`src/rtl/mem_loader_pkg.sv`:
```
// rtl/mem_loader_pkg.sv - shared state encodings, width defaults and flag bit positions for mem_loader
package mem_loader_pkg;

    localparam int ADDR_W_DEF = 8;
    localparam int DATA_W_DEF = 32;

    // Loader state encoding
    typedef logic [2:0] state_t;
    localparam state_t ST_IDLE    = 3'd0;
    localparam state_t ST_COLLECT = 3'd1;
    localparam state_t ST_WRITE   = 3'd2;
    localparam state_t ST_CHECK   = 3'd3;
    localparam state_t ST_DONE    = 3'd4;

    // Bit positions inside flg
    localparam int FLG_DONE     = 3;
    localparam int FLG_CNT_ERR  = 2;
    localparam int FLG_CSUM_ERR = 1;
    localparam int FLG_BUSY     = 0;

endpackage

```
`src/rtl/mem_loader_pack.sv`:
```
// rtl/mem_loader_pack.sv - big-endian byte-to-word assembler (shift register plus 2-bit byte index)
module mem_loader_pack #(
    parameter int DATA_W = 32
) (
    input  logic              clk,
    input  logic              rst,
    input  logic              clear,
    input  logic              shift_en,
    input  logic [7:0]        byte_in,
    output logic [DATA_W-1:0] word,
    output logic              last
);

    logic [1:0] idx;

    // The byte being shifted in now completes the word
    assign last = shift_en && (idx == 2'd3);

    // Shift bytes in from the bottom so the first byte ends up in the top lane
    always_ff @(posedge clk) begin
        if (rst) begin
            word <= '0;
            idx  <= 2'd0;
        end else if (clear) begin
            word <= '0;
            idx  <= 2'd0;
        end else if (shift_en) begin
            word <= {word[DATA_W-9:0], byte_in};
            idx  <= idx + 2'd1;
        end
    end

endmodule

```
`src/rtl/mem_loader.sv`:
```
// rtl/mem_loader.sv - byte-stream to word-memory loader; optional trailer checksum under CHECKSUM_EN
module mem_loader
    import mem_loader_pkg::*;
#(
    parameter int ADDR_W = ADDR_W_DEF,
    parameter int DATA_W = DATA_W_DEF
) (
    input  logic              clk,
    input  logic              rst,
    input  logic              start,
    input  logic [ADDR_W-1:0] base_addr,
    input  logic [ADDR_W:0]   word_count,
    input  logic [7:0]        in_data,
    input  logic              in_valid,
    output logic              in_ready,
    output logic              mem_we,
    output logic [ADDR_W-1:0] mem_addr,
    output logic [DATA_W-1:0] mem_wdata,
    output logic              busy,
    output logic [3:0]        flg
);

`ifdef CHECKSUM_EN
    localparam state_t ST_AFTER_LAST = ST_CHECK;
`else
    localparam state_t ST_AFTER_LAST = ST_DONE;
`endif

    state_t            state;
    logic [ADDR_W-1:0] addr;
    logic [ADDR_W:0]   rem_cnt;
    logic              cnt_err;
    logic              csum_err;
    logic              byte_acc;
    logic              start_ok;
    logic              word_full;
    logic [DATA_W-1:0] word;

    assign in_ready  = (state == ST_COLLECT) || (state == ST_CHECK);
    assign byte_acc  = in_valid && in_ready;
    assign start_ok  = (state == ST_IDLE) && start && (word_count != '0);
    assign mem_we    = (state == ST_WRITE);
    assign mem_addr  = addr;
    assign mem_wdata = word;
    assign busy      = (state != ST_IDLE);

    mem_loader_pack #(
        .DATA_W(DATA_W)
    ) u_pack (
        .clk     (clk),
        .rst     (rst),
        .clear   (start_ok),
        .shift_en(byte_acc && (state == ST_COLLECT)),
        .byte_in (in_data),
        .word    (word),
        .last    (word_full)
    );

    // Load sequencing: capture request, collect four bytes, write, advance address/count
    always_ff @(posedge clk) begin
        if (rst) begin
            state   <= ST_IDLE;
            addr    <= '0;
            rem_cnt <= '0;
            cnt_err <= 1'b0;
        end else begin
            case (state)
                ST_IDLE: begin
                    if (start_ok) begin
                        addr    <= base_addr;
                        rem_cnt <= word_count;
                        cnt_err <= 1'b0;
                        state   <= ST_COLLECT;
                    end else if (start) begin
                        cnt_err <= 1'b1;
                        state   <= ST_DONE;
                    end
                end
                ST_COLLECT: begin
                    if (word_full) begin
                        state <= ST_WRITE;
                    end
                end
                ST_WRITE: begin
                    addr    <= addr + ADDR_W'(1);
                    rem_cnt <= rem_cnt - (ADDR_W+1)'(1);
                    state   <= (rem_cnt == (ADDR_W+1)'(1)) ? ST_AFTER_LAST : ST_COLLECT;
                end
                ST_CHECK: begin
                    if (byte_acc) begin
                        state <= ST_DONE;
                    end
                end
                ST_DONE: begin
                    state <= ST_IDLE;
                end
                default: begin
                    state <= ST_IDLE;
                end
            endcase
        end
    end

`ifdef CHECKSUM_EN
    logic [7:0] csum;

    // Running XOR of payload bytes; the trailer byte is compared against it in CHECK
    always_ff @(posedge clk) begin
        if (rst) begin
            csum     <= 8'h00;
            csum_err <= 1'b0;
        end else if ((state == ST_IDLE) && start) begin
            csum     <= 8'h00;
            csum_err <= 1'b0;
        end else if (byte_acc && (state == ST_COLLECT)) begin
            csum <= csum ^ in_data;
        end else if (byte_acc && (state == ST_CHECK)) begin
            csum_err <= (in_data != csum);
        end
    end
`else
    assign csum_err = 1'b0;
`endif

    // Status flags; flg[0] marks an active transfer, so the DONE cycle reads back as done-only
    always_comb begin
        flg               = 4'b0000;
        flg[FLG_DONE]     = (state == ST_DONE);
        flg[FLG_CNT_ERR]  = cnt_err;
        flg[FLG_CSUM_ERR] = csum_err;
        flg[FLG_BUSY]     = (state == ST_COLLECT) || (state == ST_WRITE) || (state == ST_CHECK);
    end

endmodule

```
`config.mk`:
```
export PLATFORM = sky130hd
export DESIGN_NAME = mem_loader
export DESIGN_NICKNAME = d
export VERILOG_FILES = /design/src/rtl/mem_loader_pkg.sv /design/src/rtl/mem_loader_pack.sv /design/src/rtl/mem_loader.sv
export SDC_FILE = /design/constraint.sdc
export NUM_CORES = 1
export LEC_CHECK = 0
export ABC_CLOCK_PERIOD_IN_PS = 2300
export CORE_MARGIN = 2
export CORE_UTILIZATION = 47
export DETAILED_ROUTE_END_ITERATION = 8
export PLACE_DENSITY = 0.8
export SYNTH_ARGS = -nofsm -noshare
export SYNTH_HDL_FRONTEND = slang
export SYNTH_HIERARCHICAL = 1
export SYNTH_SLANG_ARGS = --single-unit
export TNS_END_PERCENT = 100
```
`constraint.sdc`:
```
create_clock -name clk -period 2.3 [get_ports clk]
set_input_delay 0.345 -clock clk [delete_from_list [all_inputs] [get_ports clk]]
set_output_delay 0.345 -clock clk [all_outputs]
set_load 0.03 [all_outputs]
```
* Yosys cells after proc, flatten, opt, wreduce, memory -nomap -nowiden *
Index checks and enable logic that the tools add are counted.

word-level totals
  word-level logic and storage cells = 48
  register bits = 55
  input port bits = 29

cells by class
  muxes and demuxes = 12
  equality and inequality tests = 10
  $add $sub $neg = 3
  reduce and logical (&&, ||, !) cells = 17

operators by type and width
  operator                                              number
  case mux 9 bit (2 select lines)                       1
  case mux 8 bit (2 select lines)                       1
  two-way mux 3 bit                                     5
  case mux 3 bit (4 select lines)                       1
  equality test 9 x 1 -> 1 bit (second input constant)  1
  two-way mux 9 bit                                     1
  nonzero test 9 bit                                    1
  subtractor 9 x 1 -> 9 bit (second input constant)     1
  adder 8 x 1 -> 8 bit (second input constant)          1
  two-way mux 8 bit                                     1
  equality test 3 x 2 -> 1 bit (second input constant)  2
  logical AND 1 bit                                     5
  inequality test 2 bit (second input constant)         2
  AND reduction 2 bit                                   2
  nonzero test 2 bit                                    2
  equality test 3 x 1 -> 1 bit (second input constant)  1
  equality test 3 bit (second input constant)           1
  zero test 3 bit                                       1
  logical OR 1 bit                                      3
  inequality test 3 bit (second input constant)         1
  AND reduction 3 bit                                   1
  nonzero test 3 bit                                    1
  adder 2 x 1 -> 2 bit (second input constant)          1
  equality test 2 bit (second input constant)           1
  3 further kinds                                       4

* Depth between registers and ports, before layout *
Gate-level depths: netlist of the first run.

  word-level depth = 7
  depth in mapped cells = 10

* Cells and area by module *
The synthesis of the first run kept the hierarchy.

modules (own cells, without submodules)
  module           instances  cells an instance  area an instance (um^2)
  mem_loader       1          155                1282.5
  mem_loader_pack  1          113                1276.2

* Worst setup path after synthesis of the first run *
No wires, ideal clock.

  kind = register to register
  from = register state[0]
  to = register state[2]
  path slack = -0.083 ns
  data arrival time = 2.325 ns
  required time = 2.241 ns
  path buffers = 3
  stages on the path, launching flop included = 11
  cells stage by stage = dfxtp_1 > clkbuf_1 > nor2b_1 > and3b_1 > buf_6 > buf_6 > and2_1 > mux2_2 > o22ai_1 > nor3_1 > o211a_1

between the ends
  cells in the longest elaborated chain, start to end = 7

ends and longest elaborated chain
  element                                                                              line                   source
  start: declaration                                                                   mem_loader.sv:29       state_t state;
  start signal: assignment                                                             mem_loader.sv:87       state <= (rem_cnt == (ADDR_W+1)'(1)) ? ST_AFTER_LAST : ST_COLLECT;
  equality test 3 x 1 -> 1 bit / equality test 3 x 2 -> 1 bit (equally long branches)  mem_loader.sv:39       assign in_ready = (state == ST_COLLECT) || (state == ST_CHECK);
  logical OR 1 bit *                                                                   mem_loader.sv:39
  net in_ready                                                                         mem_loader.sv:15       output logic in_ready,
  logical AND 1 bit *                                                                  mem_loader.sv:40       assign byte_acc = in_valid && in_ready;
  logical AND 1 bit *                                                                  mem_loader.sv:53       .shift_en(byte_acc && (state == ST_COLLECT)),
  logical AND 1 bit *                                                                  mem_loader_pack.sv:17  assign last = shift_en && (idx == 2'd3);
  net word_full                                                                        mem_loader.sv:36       logic word_full;
  inequality test 2 x 1 -> 1 bit (no line) *                                           --
  AND reduction 3 bit (no line) *                                                      --

Mark *: on every way through the listed nets, which the timed path passes. The rest lies on a longest branch.
A chain may end at the register's enable or synchronous reset.

* Worst setup path in the final report of the first run *
  from = register state[0]
  to = output in_ready

between the ends
  cells in the longest elaborated chain, start to end = 2

ends and longest elaborated chain
  element                                                                              line
  equality test 3 x 1 -> 1 bit / equality test 3 x 2 -> 1 bit (equally long branches)  mem_loader.sv:39
  logical OR 1 bit *                                                                   mem_loader.sv:39
  end: declaration                                                                     mem_loader.sv:15

Every way passes the cells marked *; elsewhere a longest branch is shown, timed or not.

==> flow_summary.yaml, run 1 <==
timing:
  finalSetupTns_ns: 0
  skew_ns: 0.0151
  slew_headroom_pct: 63.6
  final_hold_viol_count: 0
  setup_ws_ns: 0.127
  min_period_over_period_pct: 94.5
  post-route-min-period_ns: 2.17
  setup_viol: 0
  rsz0062_at_grt: "no"
  drv_slew: 0
  worst_pin_slew_ns: 0.546
  fmax_ghz: 0.460
global_routing:
  grt_pass1_vias: 2135
  overflow: 0
  grt_first_pass_wirelength_mm: 10.1
  globalRouteTotalUtil_pct: 20.6
  grt_max_degree: 35
  antenna_found_initial: 0
route:
  wirelength_mm: 5.93
  drt-initial-drc-count: 90
  avgViaCountPerCell: 5.38
  dr.pass1.iters: 4
  vias: 2199
  wl_per_cell_um: 14.5
  drc: 0
  ant_nets: 0
floorplanning:
  core.rowCount: 26
  initial_core_util_pct: 49.5
  coreArea_um2: 5170
  ios: 76
  die_y_um: 77.8
  die_w_um: 77.8
  die-area_um2: 6050
setup_path:
  cp.arrival_ns: 1.83
  crit_path_start_kind: "flop"
  crit_slowest_cell: "clkdlybuf4s50_1"
  cp_top_family: "buffers and inverters"
  worst-setup-path-type: "reg2out"
  max_stage_delay_ns: 0.69
  path_max_fanout: 11
  end_kind: "primary output"
  path_buf_inv: 1
  worstPathCellList: "nor2b_2, clkdlybuf4s50_1"
  worstPathRequired_ns: 1.96
power_and_ir_drop:
  power_density_nw_per_um2: 573
  leakagePower_uw: 0.00119
  ir_drop_uv: 378
clock_tree:
  post_cts_resized: 0
  path_clk_slew_ns: 0.10
  cts-root-buf: "clkbuf_8"
  hold_buffers: 0
  clk_latency_ns: 0.32
  cts_setup_buffers: 0
  cts_buffers: 5
  cts.htree.levels: 2
  clock_path_buffers: 2
  cts_tree: "built"
  cts.sinks: 55
finish:
  area_growth_pct: 32.5
  drive_gt1_share_pct: 8.55
  diodes: 0
  seq_area_um2: 1100
  final_cells: 409
  fillers: 443
  multi_input_area_um2: 1270
  nets: 371
  post-route-cell-area_um2: 3390
placed_design:
  dp_hpwl_mm: 4.15
  dpl_cell_area_um2: 3300
  io_buffers: 74
  dpl_worst_slack_ns: -0.100
  place_congestion: 0.871
  dp_cells: 401
yosys:
  syn_avg_cell_area_um2: 9.55
  async_reset_ff_share_pct: 0
  ys.flop_type: "dfxtp_1"
  synth-edff-count: 0
  syn_area_um2: 2560
  synth_top_area_share_pct: 43.0
  synth_nets: 301
  yosysTopAreaCell: "dfxtp_1"
  synth_cell_types: 51
  yosysSeqAreaShare_pct: 43.0
  netlist_top_cells_area: "dfxtp_1, mux2i_1, nor2_1"
  ys_seq_elements: 55
  synthCells: 268
  synth-warning-count: 6
min_path:
  hold_class: "reg2reg"
run_status:
  outcome: "finished clean"
run:
  cap_violations: 0
[layout by cell type, fill, tap and decap left out, types with 3 or more instances in the layout]
cell type,netlist,routed
clkdlybuf4s50_1,0,73
a31oi_1,7,7
a211oi_1,4,4
nor4_1,6,6
clkbuf_8,0,5
a21oi_1,12,12
mux2i_1,35,35
nor3_1,4,4
nor2_1,49,49
dfxtp_1,55,55
clkinv_4,1,3
nand3_1,9,9
o211ai_1,3,3
o21ai_0,3,3
nand2_1,11,11
and2_1,3,3
buf_4,2,9
ha_1,4,4
or3_1,6,6
[per-stage QoR]
stage	util (%)	power, uW	hold WS (ns)
CTS	65.5	1950	0.514
finish	65.5	1940	0.505
global route	65.5	2030	0.535
floorplan	-	1280	0.461
detailed placement	63.7	1400	0.487
global placement	63.7	1400	0.472
[path summary, 6_finish.rpt]
kind / from / to / slack, ns / cells past startpoint
max: state[0] / in_ready / 0.13 / 2
min: u_pack/word[29] / u_pack/word[29] / 0.50 / 2
max reg2reg: state[0] / u_pack/word[22] / 0.38 / 5
min reg2reg: u_pack/word[29] / u_pack/word[29] / 0.50 / 2
[Yosys cell counts, types with 4 or more instances]
library cell,number
a211oi_1,4
nor4_1,6
nor3_1,4
nand3_1,9
a31oi_1,7
clkbuf_1,5
a21oi_1,12
nor2_1,49
buf_6,7
mux2i_1,35
ha_1,4
nand2_1,11
or3_1,6
dfxtp_1,55
[worst register-to-register path, delay by kind of cell, from the launching register on]
kind                   cells  cell delay (ns)
buffers and inverters      1             0.46
DFF                        1             0.57
muxes                      1             0.29
and+or+nand+nor            3             0.50
[power by group]
| group | switching [uW] | total, uW | leakage (uW) | internal (uW) |
|---|---|---|---|---|
| clock | 338 | 556 | 0.0000443 | 219 |
| sequential | 42.0 | 1030 | 0.000447 | 985 |
| combinational | 185 | 358 | 0.000700 | 173 |
[registers in the layout (all words and copies together), names as in the netlist]
register / cells
u_pack/word: 32
rem_cnt: 9
mem_addr: 8
state: 3
u_pack/idx: 2
cnt_err: 1
[layout make-up]
class	count	area share [%]
clock buffers	5	2.03
clock inverters	3	0.738
inverters	4	0.591
multi-input cells	189	37.4
flip-flops and latches	55	32.5
well taps	70	2.58
repair buffers	83	24.1
[metal layers]
layer  share of wire (%)  GRT usage (%)
met1                  44           26.6
met2                  47           32.3
met3                 5.8           5.00
met4                 2.6           10.0
met5                   0              0
[cell families (layout without fill, tap and decap cells)]
group / count (synthesis) / after routing / synth area share [%]
mux: 36 / 36 / 14.1
xor+xnor: 3 / 3 / 1.03
simple gates: 105 / 105 / 21.0
other cells: 1 / 1 / 0.147
compound gates: 40 / 40 / 11.1
flops: 55 / 55 / 43.0
buf+inv: 24 / 95 / 7.53
fa+ha+maj: 4 / 4 / 1.96
Note: power is estimated with default switching activity, not from simulation.
==> run 2, diff against run 1 <==
--- a/config.mk
+++ b/config.mk
@@ -9,6 +9,7 @@
 export CORE_MARGIN = 2
 export CORE_UTILIZATION = 47
 export DETAILED_ROUTE_END_ITERATION = 8
+export HOLD_SLACK_MARGIN = 0.03
 export PLACE_DENSITY = 0.8
 export SYNTH_ARGS = -nofsm -noshare
 export SYNTH_HDL_FRONTEND = slang
==> results of run 2 <==
The final DEF is identical to that of run 1; final timing and power are the same.
==> run 3, diff against run 2 <==
--- a/config.mk
+++ b/config.mk
@@ -6,6 +6,7 @@
 export NUM_CORES = 1
 export LEC_CHECK = 0
 export ABC_CLOCK_PERIOD_IN_PS = 2300
+export CORE_ASPECT_RATIO = 1.1
 export CORE_MARGIN = 2
 export CORE_UTILIZATION = 47
 export DETAILED_ROUTE_END_ITERATION = 8
@@ -13,6 +14,5 @@
 export PLACE_DENSITY = 0.8
 export SYNTH_ARGS = -nofsm -noshare
 export SYNTH_HDL_FRONTEND = slang
-export SYNTH_HIERARCHICAL = 1
 export SYNTH_SLANG_ARGS = --single-unit
 export TNS_END_PERCENT = 100
==> run 3 against run 2 <==
Compared with the run above: flip-flop and latch count unchanged; highest routed layer unchanged; synthesized area fell by 0.78%; synthesized cell count grew 13%; critical endpoint is now mem_we; utilization fell by 0.63 points.
==> flow_summary.yaml, run 3 <==
run_status:
  outcome: "finished clean"
setup_path:
  crit_cells: 4
  cp_top_family: "simple AND/OR/NAND/NOR gates"
  worst-r2r-cell-count: 5
  worstPathRequired_ns: 1.96
  worst-setup-path-type: "reg2out"
  path_max_fanout: 12
  end_kind: "primary output"
  crit_path_start_kind: "flop"
  path_buf_inv: 3
  path_common_cell: "buf_4"
  cp.arrival_ns: 1.79
  max_stage_delay_ns: 0.51
  worstPathCellList: "or3b_1, inv_1, buf_4, buf_4"
  crit_slowest_cell: "or3b_1"
yosys:
  synthCells: 303
  syn_avg_cell_area_um2: 8.38
  ys_seq_elements: 55
  syn_area_um2: 2540
  synth-warning-count: 0
  synth_cell_types: 49
  ys.flop_type: "dfxtp_1"
  synth_top_area_share_pct: 43.4
  async_reset_ff_share_pct: 0
  netlist_top_cells_area: "dfxtp_1, nand2_1, a21oi_2"
  synth_nets: 336
  yosysTopAreaCell: "dfxtp_1"
  yosysMostFrequentCell: "nand2_1"
  yosysSeqAreaShare_pct: 43.4
  synth-edff-count: 0
  synth_commonest_cells: "nand2_1, dfxtp_1, a21oi_2"
timing:
  skew_ns: 0.00864
  final_hold_viol_count: 0
  fmax_ghz: 0.469
  drv_slew: 0
  setup_viol: 0
  min_period_over_period_pct: 92.7
  finalSetupTns_ns: 0
  rsz0062_at_grt: "no"
  post-route-min-period_ns: 2.13
min_path:
  holdPathStages: 2
  hold_class: "reg2reg"
floorplanning:
  initial_core_util_pct: 48.0
  die_w_um: 74.1
  die-area_um2: 6010
  die_y_um: 81.1
  coreArea_um2: 5290
  core.rowCount: 28
  ios: 76
finish:
  final_cells: 447
  area_growth_pct: 35.2
  diodes: 0
  top_register: "u_pack.word"
  post-route-cell-area_um2: 3430
  nets: 405
  drive_gt1_share_pct: 13.7
  largest_reg_flops: 32
  final_common_cell: "nand2_1"
  layout_common_cells: "nand2_1, clkdlybuf4s50_1, dfxtp_1"
placed_design:
  place_congestion: 0.901
  dp_cells: 440
  io_buffers: 74
  dp_hpwl_mm: 4.18
  dpl_cell_area_um2: 3350
power_and_ir_drop:
  ir_drop_uv: 378
  leakagePower_uw: 0.00116
  finalPower_uw: 1840
  power_density_nw_per_um2: 535
route:
  ant_nets: 0
  wl_per_cell_um: 13.6
  dr.max_layer_used: "met4"
  met1Wirelength_mm: 2.75
  avgViaCountPerCell: 5.30
  route.met3.wl_um: 325
  drt-initial-drc-count: 215
  wirelength_mm: 6.09
  dr.pass1.iters: 4
  drc: 0
  vias: 2367
  wl_met2_mm: 2.91
global_routing:
  grt_pass1_vias: 2148
  grt_first_pass_wirelength_mm: 10.0
  grt_max_degree: 37
  globalRouteTotalUtil_pct: 21.3
  overflow: 0
  antenna_found_initial: 0
clock_tree:
  path_clk_slew_ns: 0.10
  clock_path_buffers: 2
  cts_buffers: 5
  clk_latency_ns: 0.31
  cts.htree.levels: 2
  cts_tree: "built"
  cts.sinks: 55
  cts-root-buf: "clkbuf_8"
run:
  cap_violations: 0
## run 3: final timing paths
check                                      from         endpoint  slack, ns
worst max register to register         state[1]       rem_cnt[8]       0.28
worst min-delay path            u_pack.word[19]  u_pack.word[27]       0.48
worst min register to register  u_pack.word[19]  u_pack.word[27]       0.48
worst max-delay path                   state[1]           mem_we       0.17
## run 3: repair_timing
item                                    in CTS  in global routing
endpoints found under the setup margin       0                  1
hold buffers                                 0                  0
setup buffers                                0                  0
gates resized for setup                      0                  1
## run 3: kinds of logic (layout without fill, tap and decap cells)
family | Yosys count | count (layout) | share of synthesized area (%)
and+or+nand+nor | 138 | 138 | 24.8
AOI/OAI and AO/OA | 74 | 74 | 22.3
DFF | 55 | 55 | 43.4
buffers and inverters | 25 | 94 | 5.22
adders and majority gates | 4 | 4 | 1.97
xor gates and xnor gates | 4 | 4 | 1.38
muxes | 2 | 2 | 0.789
other | 1 | 1 | 0.148
## run 3: per-layer routing
| layer | track usage, % | vias up |
|---|---|---|
| li1 | - | 1187 |
| met1 | 29.1 | 1089 |
| met2 | 32.9 | 79 |
| met3 | 4.96 | 12 |
| met4 | 7.45 | 0 |
| met5 | 0 | - |
## run 3: stage by stage
stage / hold slack (ns) / worst slack [ns] / util, %
after floorplan: 0.442 / 0.323 / -
after global placement: 0.452 / -0.0234 / 63.3
after detailed placement: 0.461 / -0.0711 / 63.3
after CTS: 0.475 / 0.118 / 64.9
after global routing: 0.490 / 0.0718 / 64.9
final: 0.475 / 0.167 / 64.9
## run 3: worst min-delay path, cell delays in order (launching register included)
cell	delay, ns
dfxtp_1	0.33
nand2_1	0.07
a21oi_2	0.05
## run 3: report_power, final
part | total [uW] | internal, uW | switching, uW
registers | 1010 | 980 | 33.1
clock network | 518 | 209 | 309
logic | 305 | 137 | 167
total | 1840 | 1330 | 509
## run 3: cell type report
cell class | count | area, um^2
clock buffers | 5 | 68.8
clock inverters | 2 | 13.8
fillers | 443 | 1860
inverters | 4 | 15.0
multi-input cells | 223 | 1310
flip-flops and latches | 55 | 1100
well taps | 75 | 93.8
repair buffers | 83 | 833
